$ cat src/rtl/c_cond_merge2_pkg.sv
// Shared definitions for the two-input conditional merge: payload width
// default, source-select encodings and output FSM states.
package c_cond_merge2_pkg;

  localparam int DW_DEFAULT = 32;

  localparam logic SEL_B0 = 1'b0;
  localparam logic SEL_B1 = 1'b1;

  typedef enum logic {
    IDLE = 1'b0,
    BUSY = 1'b1
  } state_t;

endpackage

$ cat src/rtl/c_cond_merge2_slot.sv
// One-token buffer for a single merge branch. A drive pulse loads the slot
// when it is empty or being drained in the same cycle; a drive into a full,
// undrained slot is dropped and flagged as overflow.
module c_cond_merge2_slot
  import c_cond_merge2_pkg::*;
#(
  parameter int DW = DW_DEFAULT
) (
  input  logic          clk,
  input  logic          rst_n,
  input  logic          drive,
  input  logic          grant,
  input  logic [DW-1:0] din,
  output logic          pend,
  output logic [DW-1:0] data,
  output logic          overflow
);

  logic load;

  // A grant frees the slot this edge, so a simultaneous drive is a refill.
  assign load     = drive & (~pend | grant);
  assign overflow = drive & pend & ~grant;

  // Occupancy flag: set by any accepted or refused drive, cleared by grant.
  always_ff @(posedge clk or negedge rst_n) begin
    if (!rst_n) begin
      pend <= 1'b0;
    end else if (drive) begin
      pend <= 1'b1;
    end else if (grant) begin
      pend <= 1'b0;
    end
  end

  // Payload register; only read while pend is set, so it needs no reset.
  always_ff @(posedge clk) begin
    if (load) begin
      data <= din;
    end
  end

endmodule

$ cat src/rtl/c_cond_merge2.sv
// Two-input conditional merge: buffers one token per branch, arbitrates
// round-robin when both are pending, forwards one token at a time and
// returns a free pulse to the branch whose slot was emptied.
module c_cond_merge2
  import c_cond_merge2_pkg::*;
#(
  parameter int DW = DW_DEFAULT
) (
  input  logic          clk,
  input  logic          rst_n,
  input  logic          i_drive0,
  input  logic [DW-1:0] i_data0,
  output logic          o_free0,
  input  logic          i_drive1,
  input  logic [DW-1:0] i_data1,
  output logic          o_free1,
  output logic          o_driveNext,
  output logic [DW-1:0] o_data,
  output logic          o_sel,
  input  logic          i_freeNext,
  output logic          o_err
);

  logic          pend0, pend1;
  logic [DW-1:0] data0, data1;
  logic          ovf0, ovf1;
  logic          grant0, grant1;
  logic          avail;
  logic          err_d;
  logic          rr_q;
  state_t        state_q, state_d;

  c_cond_merge2_slot #(.DW(DW)) u_slot0 (
    .clk      (clk),
    .rst_n    (rst_n),
    .drive    (i_drive0),
    .grant    (grant0),
    .din      (i_data0),
    .pend     (pend0),
    .data     (data0),
    .overflow (ovf0)
  );

  c_cond_merge2_slot #(.DW(DW)) u_slot1 (
    .clk      (clk),
    .rst_n    (rst_n),
    .drive    (i_drive1),
    .grant    (grant1),
    .din      (i_data1),
    .pend     (pend1),
    .data     (data1),
    .overflow (ovf1)
  );

  // Arbitration, next-state and error accumulation.
  always_comb begin
    state_d = state_q;
    grant0  = 1'b0;
    grant1  = 1'b0;
    avail   = (state_q == IDLE) || ((state_q == BUSY) && i_freeNext);
    if (avail) begin
      if (pend0 && (!pend1 || (rr_q == SEL_B0))) begin
        grant0 = 1'b1;
      end else if (pend1) begin
        grant1 = 1'b1;
      end
    end
    if (grant0 || grant1) begin
      state_d = BUSY;
    end else if ((state_q == BUSY) && i_freeNext) begin
      state_d = IDLE;
    end
    err_d = o_err | ovf0 | ovf1 | ((state_q == IDLE) & i_freeNext);
  end

  // Output FSM state register.
  always_ff @(posedge clk or negedge rst_n) begin
    if (!rst_n) begin
      state_q <= IDLE;
    end else begin
      state_q <= state_d;
    end
  end

  // Forwarded token, pulse registers, round-robin pointer and sticky error.
  always_ff @(posedge clk or negedge rst_n) begin
    if (!rst_n) begin
      o_driveNext <= 1'b0;
      o_free0     <= 1'b0;
      o_free1     <= 1'b0;
      o_data      <= '0;
      o_sel       <= SEL_B0;
      o_err       <= 1'b0;
      rr_q        <= SEL_B0;
    end else begin
      o_driveNext <= grant0 | grant1;
      o_free0     <= grant0;
      o_free1     <= grant1;
      o_err       <= err_d;
      if (grant0 || grant1) begin
        o_data <= grant1 ? data1 : data0;
        o_sel  <= grant1 ? SEL_B1 : SEL_B0;
        rr_q   <= grant1 ? SEL_B0 : SEL_B1;
      end
    end
  end

endmodule

$ cat config.mk
export PLATFORM = sky130hd
export DESIGN_NAME = c_cond_merge2
export DESIGN_NICKNAME = d
export VERILOG_FILES = /design/src/rtl/c_cond_merge2_pkg.sv /design/src/rtl/c_cond_merge2_slot.sv /design/src/rtl/c_cond_merge2.sv
export SDC_FILE = /design/constraint.sdc
export NUM_CORES = 1
export LEC_CHECK = 0
export CAP_MARGIN = 10
export CORE_MARGIN = 2
export CORE_UTILIZATION = 45
export DETAILED_ROUTE_END_ITERATION = 7
export PLACE_DENSITY_LB_ADDON = 0.2
export RECOVER_POWER = 100
export SLEW_MARGIN = 20
export SYNTH_ARGS = -nofsm -noshare
export SYNTH_HDL_FRONTEND = slang
export SYNTH_SLANG_ARGS = --single-unit
$ cat constraint.sdc
create_clock -name clk -period 3.5 [get_ports clk]
set_input_delay 0.7 -clock clk [delete_from_list [all_inputs] [get_ports clk]]
set_output_delay 0.7 -clock clk [all_outputs]
set_load 0.02 [all_outputs]
==> results of run 1 <==
-- cell type report --
class / count / area, sq um
fillers: 688 / 3360
inverters: 4 / 15.0
well taps: 108 / 135
multi-input cells: 150 / 981
clock buffers: 10 / 128
repair buffers: 111 / 1090
flip-flops and latches: 105 / 2950
clock inverters: 6 / 67.6
-- report_power, final --
part	total (mW)	internal, mW	leakage [nW]	switching [mW]
combinational	1.13	0.492	0.858	0.635
sequential	1.77	1.63	1.08	0.144
clock	0.733	0.334	0.0929	0.399
-- cell families after synthesis --
kind of cell,share of synthesized area
AND/OR/NAND/NOR,0.145
flip-flops,0.726
AO/OA/AOI/OAI,0.0952
buffers and inverters,0.0336
-- path summary, 6_finish.rpt --
kind	start	depth (start not counted)	endpoint	slack [ps]
min reg2reg	o_sel	1	o_sel	490
max reg2reg	u_slot1.pend	3	o_data[6]	1090
min in group asynchronous	rst_n	1	o_data[24]	1000
max in group asynchronous	rst_n	1	o_data[16]	1230
max	i_freeNext	5	u_slot1.data[28]	690
min	o_sel	1	o_sel	490
-- cells in the final DEF (no fill, tap or decap), types with 2 or more instances in the layout --
cell             Yosys  final
nor3b_1             32     32
o211ai_1             2      2
dfrtp_1             41     41
clkdlybuf4s50_1      0      2
nand2b_1             2      2
clkbuf_1             9      2
dlygate4sd3_1        0    102
buf_4                3      5
clkbuf_8             0      9
nor3_1              32     32
a221o_1             32     32
clkinvlp_4           0      2
a21o_1               2      2
edfxtp_1            64     64
nand2_1             35     35
a21oi_1              3      3
inv_1                3      3
-- metal layers --
metal	vias to the layer above	global-route usage
li1	1265	-
met1	1268	0.245
met2	98	0.306
met3	4	0.0482
met4	0	0.0506
met5	-	0
==> impl_metrics.json, run 1 <==
{
  "cts_hold_buf": 0,
  "grt_pass1_wl_mm": 13.8,
  "outcome": "finished with violations",
  "cp_max_fo": 16,
  "postSynthCellCount": 284,
  "die_height_um": 99,
  "crit_chain": "dlygate4sd3_1 -> nand2b_1 -> nand3_1 -> a21boi_0 -> buf_4",
  "num_antenna_cells": 0,
  "vias": 2635,
  "crit_family": "buffers and inverters",
  "synth.ff_latch_count": 105,
  "cp-end-kind": "register",
  "cp_slowest_cell": "dlygate4sd3_1",
  "clk_path_buf_depth": 2,
  "crit_type": "in -> reg",
  "instances_no_fill": 494,
  "postRouteWirelength_mm": 8.67,
  "synth_fp_nets": 353,
  "cts_root_buf": "clkbuf_8",
  "cts_tree": "yes",
  "dp_slack_ps": 693,
  "violations": "max-capacitance violations, max-slew violations",
  "startpoint_type": "input port",
  "period_minus_slack_ps": 2810,
  "drtAntennaViolNets": 0,
  "slew_headroom": -0.487,
  "core_area_sq_um": 8720,
  "worstPathArrival_ps": 2860,
  "cts_made_buffers": 9,
  "ys_types": 24,
  "power_mw": 3.63,
  "irDropWorstVdd_v": 0.000287,
  "max_freq_mhz": 356,
  "crit_buf_inv": 2,
  "grt_overflow_total": 0,
  "drc": 0,
  "yosys_warnings": 0,
  "synth_edf_count": 64,
  "power.leakage_nw": 2.03,
  "hold_class": "reg -> reg",
  "fin_skew_ps": 12.5,
  "die-area_sq_um": 9800,
  "dpl.cell_count": 478,
  "track_usage": 0.185,
  "maxCapViolCount": 2,
  "grt_max_degree": 66,
  "drive_gt1_frac": 0.0674,
  "syn2layout_area_growth_pct": 32.0,
  "antenna_found_initial": 0,
  "gp_congestion": 0.760,
  "worst_slew_pin_slew_ps": 2230,
  "drt_iter0_markers": 110,
  "slowest_delay_ps": 610,
  "vias_per_cell": 5.33,
  "io_buffer_count": 105,
  "wl_per_cell_um": 17.6,
  "cts_resized": 0,
  "clk_latency_ps": 360,
  "start_util": 0.466,
  "p_per_area_nw_per_um2": 677,
  "dr.max_layer_used": "met4",
  "rsz0062_at_grt": "no",
  "dr.pass1.iters": 4,
  "dpl-instance-area_sq_um": 5200,
  "fin_area_sq_um": 5360,
  "fin_setup_tns_ps": 0,
  "setup_slack_ps": 693,
  "ys_top_cells_by_count": "edfxtp_1 (64), dfrtp_1 (41), nand2_1 (35)",
  "ctsHtreeMaxLevel": 3,
  "async_flop_share": 0.390,
  "synth_ff_type": "edfxtp_1",
  "yosysSeqAreaShare": 0.726,
  "rows": 34,
  "nets": 450,
  "synth_top_area_frac": 0.473,
  "wl_met1_mm": 3.65,
  "avgSynthCellArea_sq_um": 14.3,
  "synth.area.top_cells": "edfxtp_1 (47%), dfrtp_1 (25%), a221o_1 (7.9%), nor3b_1 (5.9%), nor3_1 (3.9%)",
  "hold_viol": 0,
  "wl_met2_mm": 4.37,
  "cp.required_ps": 3550,
  "ios": 106,
  "grt_pass1_vias": 2554,
  "cts.clk_slew.worst_paths_ps": 90,
  "die_w_um": 99,
  "setup_viol": 0,
  "fin_crit_sh": 0.802,
  "post-synth-top-count-cell": "edfxtp_1",
  "syn_area_sq_um": 4060,
  "post_cts_buffers": 0,
  "clock_sinks": 105,
  "dp_hpwl_mm": 5.58,
  "dr_wl_met3_um": 578,
  "reg_top3": "o_data x32, u_slot0.data x32, u_slot1.data x32",
  "yosysTopAreaCell": "edfxtp_1",
  "whs_ps": 489,
  "final_core_util": 0.615,
  "slew_viol_final": 77
}
No activity file was read; power rests on OpenSTA's default activity.
==> inputs of run 2 (changes only) <==
--- a/config.mk
+++ b/config.mk
@@ -7,7 +7,7 @@
 export LEC_CHECK = 0
 export CAP_MARGIN = 10
 export CORE_MARGIN = 2
-export CORE_UTILIZATION = 45
+export CORE_UTILIZATION = 44
 export DETAILED_ROUTE_END_ITERATION = 7
 export PLACE_DENSITY_LB_ADDON = 0.2
 export RECOVER_POWER = 100
==> constraint.sdc (replaced) <==
create_clock -name clk -period 2.3 [get_ports clk]
set_input_delay 0.46 -clock clk [delete_from_list [all_inputs] [get_ports clk]]
set_output_delay 0.46 -clock clk [all_outputs]
set_load 0.02 [all_outputs]
==> run 2 against run 1 <==
Compared with the run above: the flow still finishes with violations (max-capacitance violations, max-slew violations); count of clock-buffer cells in the layout up 2; clock power is 50% higher; design area is 2.8% higher; via count up 3.4%; core utilization is 0.94 points lower; non-clock buffer count rose by 11; total power up 55%; die area increased by 2.2%; critical path depth rose by 1; sequential power increased by 51%.
==> impl_metrics.json, run 2 (synthesis results as in run 1) <==
{
  "vias": 2724,
  "ios": 106,
  "cts_tree": "yes",
  "comb_power_share": 0.327,
  "rsz0062_at_grt": "no",
  "pwr-share-clk": 0.196,
  "dr.max_layer_used": "met4",
  "syn2layout_area_growth_pct": 35.8,
  "crit_type": "in -> reg",
  "clk_path_buf_depth": 2,
  "clk_latency_ps": 360,
  "worst_slew_pin_slew_ps": 1770,
  "dp_hpwl_mm": 5.80,
  "cts_root_buf": "clkbuf_8",
  "cts_hold_buf": 0,
  "crit_family": "buffers and inverters",
  "power_frac_seq": 0.477,
  "drt_iter0_markers": 130,
  "postRouteWirelength_mm": 8.79,
  "clock_sinks": 105,
  "fin_skew_ps": 10.4,
  "wl_met2_mm": 4.62,
  "drtAntennaViolNets": 0,
  "hold_viol": 0,
  "io_buffer_count": 105,
  "dpl.cell_count": 492,
  "p_sw_frac": 0.322,
  "dr_wl_met3_um": 452,
  "power.leakage_nw": 2.08,
  "dr.pass1.iters": 4,
  "rows": 35,
  "min_path_cells": 1,
  "setup_viol": 0,
  "fin_crit_sh": 0.881,
  "die-area_sq_um": 10000,
  "cp-end-kind": "register",
  "track_usage": 0.186,
  "hold_path_end": "o_sel",
  "ff_latch_area_sq_um": 2950,
  "r2r_cells": 5,
  "grt_max_degree": 66,
  "grt_pass1_wl_mm": 14.3,
  "power_mw": 5.63,
  "cp_max_fo": 16,
  "irDropWorstVdd_v": 0.000455,
  "final_common_cell": "dlygate4sd3_1",
  "crit_chain": "dlygate4sd3_1 -> clkbuf_4 -> nor2b_1 -> o21ai_0 -> and2_0 -> buf_12",
  "fin_setup_tns_ps": 0,
  "p_per_area_nw_per_um2": 1020,
  "reg2reg_from": "u_slot1.pend",
  "rrSetupSlack_ps": 340,
  "reg_top3": "o_data x32, u_slot0.data x32, u_slot1.data x32",
  "instances_no_fill": 508,
  "rr_endpoint": "u_slot0.data[8]",
  "grt_pass1_vias": 2811,
  "violations": "max-capacitance violations, max-slew violations",
  "hp-start": "o_sel",
  "die_height_um": 100,
  "cp_slowest_cell": "dlygate4sd3_1",
  "hold_class": "reg -> reg",
  "cts_made_buffers": 9,
  "crit_buf_inv": 3,
  "max_freq_mhz": 493,
  "slew_headroom": -0.180,
  "wl_per_cell_um": 17.3,
  "fillers": 751,
  "cp.required_ps": 2370,
  "maxCapViolCount": 1,
  "cts.clk_slew.worst_paths_ps": 90,
  "post_cts_buffers": 0,
  "outcome": "finished with violations",
  "startpoint_type": "input port",
  "vias_per_cell": 5.36,
  "core_area_sq_um": 9110,
  "final_cell_mix": "dlygate4sd3_1 (102), edfxtp_1 (64), dfrtp_1 (41), nand2_1 (35)",
  "num_antenna_cells": 0,
  "intPower_mw": 3.82,
  "gp_congestion": 0.737,
  "start_util": 0.446,
  "worstPathArrival_ps": 2100,
  "multi_input_area_sq_um": 988,
  "slew_viol_final": 33,
  "drive_gt1_frac": 0.0756,
  "slowest_delay_ps": 540,
  "period_minus_slack_ps": 2030,
  "cts_resized": 0,
  "nets": 461,
  "ctsHtreeMaxLevel": 3,
  "die_w_um": 100,
  "antenna_found_initial": 0,
  "grt_overflow_total": 0,
  "p_sw_mw": 1.81,
  "wl_met1_mm": 3.65,
  "drc": 0
}
## run 2: layer usage
layer | global-route usage | vias to the layer above
met3 | 0.0508 | 6
met4 | 0.0548 | 0
li1 | - | 1291
met1 | 0.233 | 1345
met5 | 0 | -
met2 | 0.319 | 82
## run 2: power groups by stage
stage / clock (mW) / combinational (mW) / sequential [mW]
floorplan: 0 / 0.746 / 3.00
global placement: 0 / 1.95 / 2.73
detailed placement: 0 / 2.00 / 2.73
CTS: 1.15 / 2.00 / 2.70
global route: 1.22 / 1.98 / 2.74
finish: 1.10 / 1.84 / 2.68
## run 2: final cells by class
type,count,area share
multi-input combinational,150,0.179
clock inverter,4,0.00998
tap,111,0.0252
timing repair buffer,122,0.224
inverter,4,0.00272
sequential,105,0.535
clock buffer,12,0.0245
## run 2: worst max path at each step
stage	end	startpoint	slack, ps	cells after the start
after floorplan	u_slot0.data[0]	state_q	70	5
after global placement	u_slot1.data[6]	i_freeNext	200	5
after detailed placement	u_slot1.data[4]	i_freeNext	170	5
after CTS	o_data[23]	o_data[23]	430	1
after global routing	u_slot0.data[7]	i_freeNext	220	6
final	u_slot0.data[8]	i_freeNext	270	6
## run 2: stage by stage
| stage | setup slack (ps) | instance area, sq um | utilization | hold slack [ps] |
|---|---|---|---|---|
| after global placement | 197 | 5360 | 0.588 | 465 |
| final | 273 | 5510 | 0.605 | 484 |
| after detailed placement | 170 | 5360 | 0.588 | 473 |
| after floorplan | 66.6 | 4070 | - | 164 |
| after global routing | 220 | 5510 | 0.605 | 529 |
| after CTS | 434 | 5550 | 0.609 | 167 |
==> inputs of run 3 (changes only) <==
==> constraint.sdc (replaced) <==
create_clock -name clk -period 1.85 [get_ports clk]
set_input_delay 0.37 -clock clk [delete_from_list [all_inputs] [get_ports clk]]
set_output_delay 0.37 -clock clk [all_outputs]
set_load 0.02 [all_outputs]
==> run 3 against run 2 <==
Compared with the run above: the run now ends clean; sequential power grew 25%; sequential share of layout area shrank 0.18 points; worst setup slack lost 210 ps; clock power grew 11%; die area is the same; core utilization grew 0.23 points; total power grew 23%; non-clock buffer count grew 6; critical path depth is the same; global-route usage shrank 0.45 points; critical path type unchanged.
==> impl_metrics.json, run 3 (synthesis results as in run 1) <==
{
  "nets": 467,
  "cp_max_fo": 16,
  "final_cell_mix": "dlygate4sd3_1 (76), edfxtp_1 (64), dfrtp_1 (40), nand2_1 (35)",
  "ctsHtreeMaxLevel": 3,
  "irDropWorstVdd_v": 0.000510,
  "slowest_delay_ps": 550,
  "grt_max_degree": 42,
  "cts.clk_slew.worst_paths_ps": 90,
  "clk_path_buf_depth": 2,
  "power_frac_seq": 0.483,
  "clock_sinks": 105,
  "post_cts_buffers": 0,
  "rows": 35,
  "whs_ps": 516,
  "drtAntennaViolNets": 0,
  "max_freq_mhz": 561,
  "gp_congestion": 0.758,
  "cts_root_buf": "clkbuf_8",
  "setup_slack_ps": 66.7,
  "syn2layout_area_growth_pct": 36.3,
  "drc": 0,
  "dr.pass1.iters": 4,
  "cp-end-kind": "register",
  "cts_hold_buf": 1,
  "cts_resized": 0,
  "ios": 106,
  "worstPathArrival_ps": 1850,
  "num_antenna_cells": 0,
  "reg_top3": "o_data x32, u_slot0.data x32, u_slot1.data x32",
  "cp_slowest_cell": "dlygate4sd3_1",
  "dp_hpwl_mm": 5.97,
  "clk_latency_ps": 360,
  "startpoint_type": "input port",
  "hold_viol": 0,
  "grt_overflow_total": 0,
  "cp.required_ps": 1920,
  "die_height_um": 100,
  "rsz0062_at_grt": "no",
  "crit_type": "in -> reg",
  "die_w_um": 100,
  "comb_power_share": 0.342,
  "grt_pass1_vias": 2709,
  "slew_viol_final": 0,
  "fillers": 755,
  "postRouteWirelength_mm": 8.70,
  "hold_class": "reg -> reg",
  "track_usage": 0.182,
  "p_per_area_nw_per_um2": 1260,
  "io_buffer_count": 105,
  "ff_latch_area_sq_um": 2950,
  "setup_viol": 0,
  "cts_made_buffers": 9,
  "fin_setup_tns_ps": 0,
  "slew_headroom": 0.299,
  "cts_tree": "yes",
  "core_area_sq_um": 9110,
  "final_common_cell": "dlygate4sd3_1",
  "maxCapViolCount": 0,
  "p_sw_frac": 0.325,
  "antenna_found_initial": 0,
  "power_mw": 6.95,
  "multi_input_area_sq_um": 996,
  "fin_skew_ps": 12.6,
  "outcome": "complete, no violations",
  "intPower_mw": 4.69,
  "worst_slew_pin_slew_ps": 1050,
  "p_sw_mw": 2.26,
  "dp_slack_ps": -89.4,
  "drt_iter0_markers": 86,
  "grt_pass1_wl_mm": 13.8,
  "crit_chain": "dlygate4sd3_1 -> buf_4 -> nor2b_4 -> o21ai_0 -> and2_0 -> buf_12",
  "pwr-share-clk": 0.175,
  "vias_per_cell": 5.29,
  "period_minus_slack_ps": 1780,
  "vias": 2719,
  "drive_gt1_frac": 0.102,
  "fin_crit_sh": 0.964,
  "wl_per_cell_um": 16.9,
  "die-area_sq_um": 10000,
  "start_util": 0.446,
  "power.leakage_nw": 2.11
}
[run 3: cell count changes in the layout (fill, tap and decap cells not counted), sizes merged]
| cell | change |
|---|---|
| buf | +6 |
| clkinvlp | -1 |
| clkinv | +3 |
| bufinv | -1 |
| clkbuf | -3 |
| clkdlybuf4s50 | +27 |
| dlygate4sd3 | -26 |
| inv | +1 |
[run 3: power by group through the flow]
stage          clock, mW  sequential [mW]  combinational (mW)
6_report            1.22             3.36                2.38
4_1_cts             1.27             3.37                2.53
2_1_floorplan          0             3.72               0.952
3_5_place_dp           0             3.41                2.53
5_1_grt             1.36             3.42                2.56
3_3_place_gp           0             3.40                2.47
[run 3: worst paths after layout]
check | slack (ps) | cells past startpoint | start | endpoint
setup / recovery | 70 | 6 | i_freeNext | u_slot0.data[1]
hold / removal | 520 | 1 | o_data[2] | o_data[2]
setup reg to reg | 160 | 4 | u_slot0.pend | o_data[15]
hold reg to reg | 520 | 1 | o_data[2] | o_data[2]
max in group asynchronous | 330 | 3 | rst_n | u_slot1.pend
min in group asynchronous | 820 | 3 | rst_n | o_free1
[run 3: metal layers]
layer,wire [um],vias to the layer above,track usage
met5,0,-,0
met4,112,0,0.0464
met3,433,10,0.0501
met2,4540,85,0.320
met1,3610,1325,0.222
li1,-,1299,-
[run 3: final cells by class]
class / instances / area share
Clock buffer: 10 / 0.0231
Sequential cell: 105 / 0.533
Clock inverter: 6 / 0.00633
Inverter: 4 / 0.00271
Timing Repair Buffer: 128 / 0.230
Multi-Input combinational cell: 150 / 0.180
Tap cell: 111 / 0.0251
[run 3: through the flow]
step / util / std cells / area, sq um
floorplan: - / 284 / 4090
global placement: 0.596 / 497 / 5430
detailed placement: 0.596 / 497 / 5430
CTS: 0.615 / 514 / 5610
global route: 0.608 / 514 / 5540
finish: 0.608 / 514 / 5540
[run 3: critical path, delay by kind of cell]
kind | cells | cell delay (ps)
buffers and inverters | 3 | 880
and+or+nand+nor | 2 | 380
AOI/OAI and AO/OA | 1 | 210
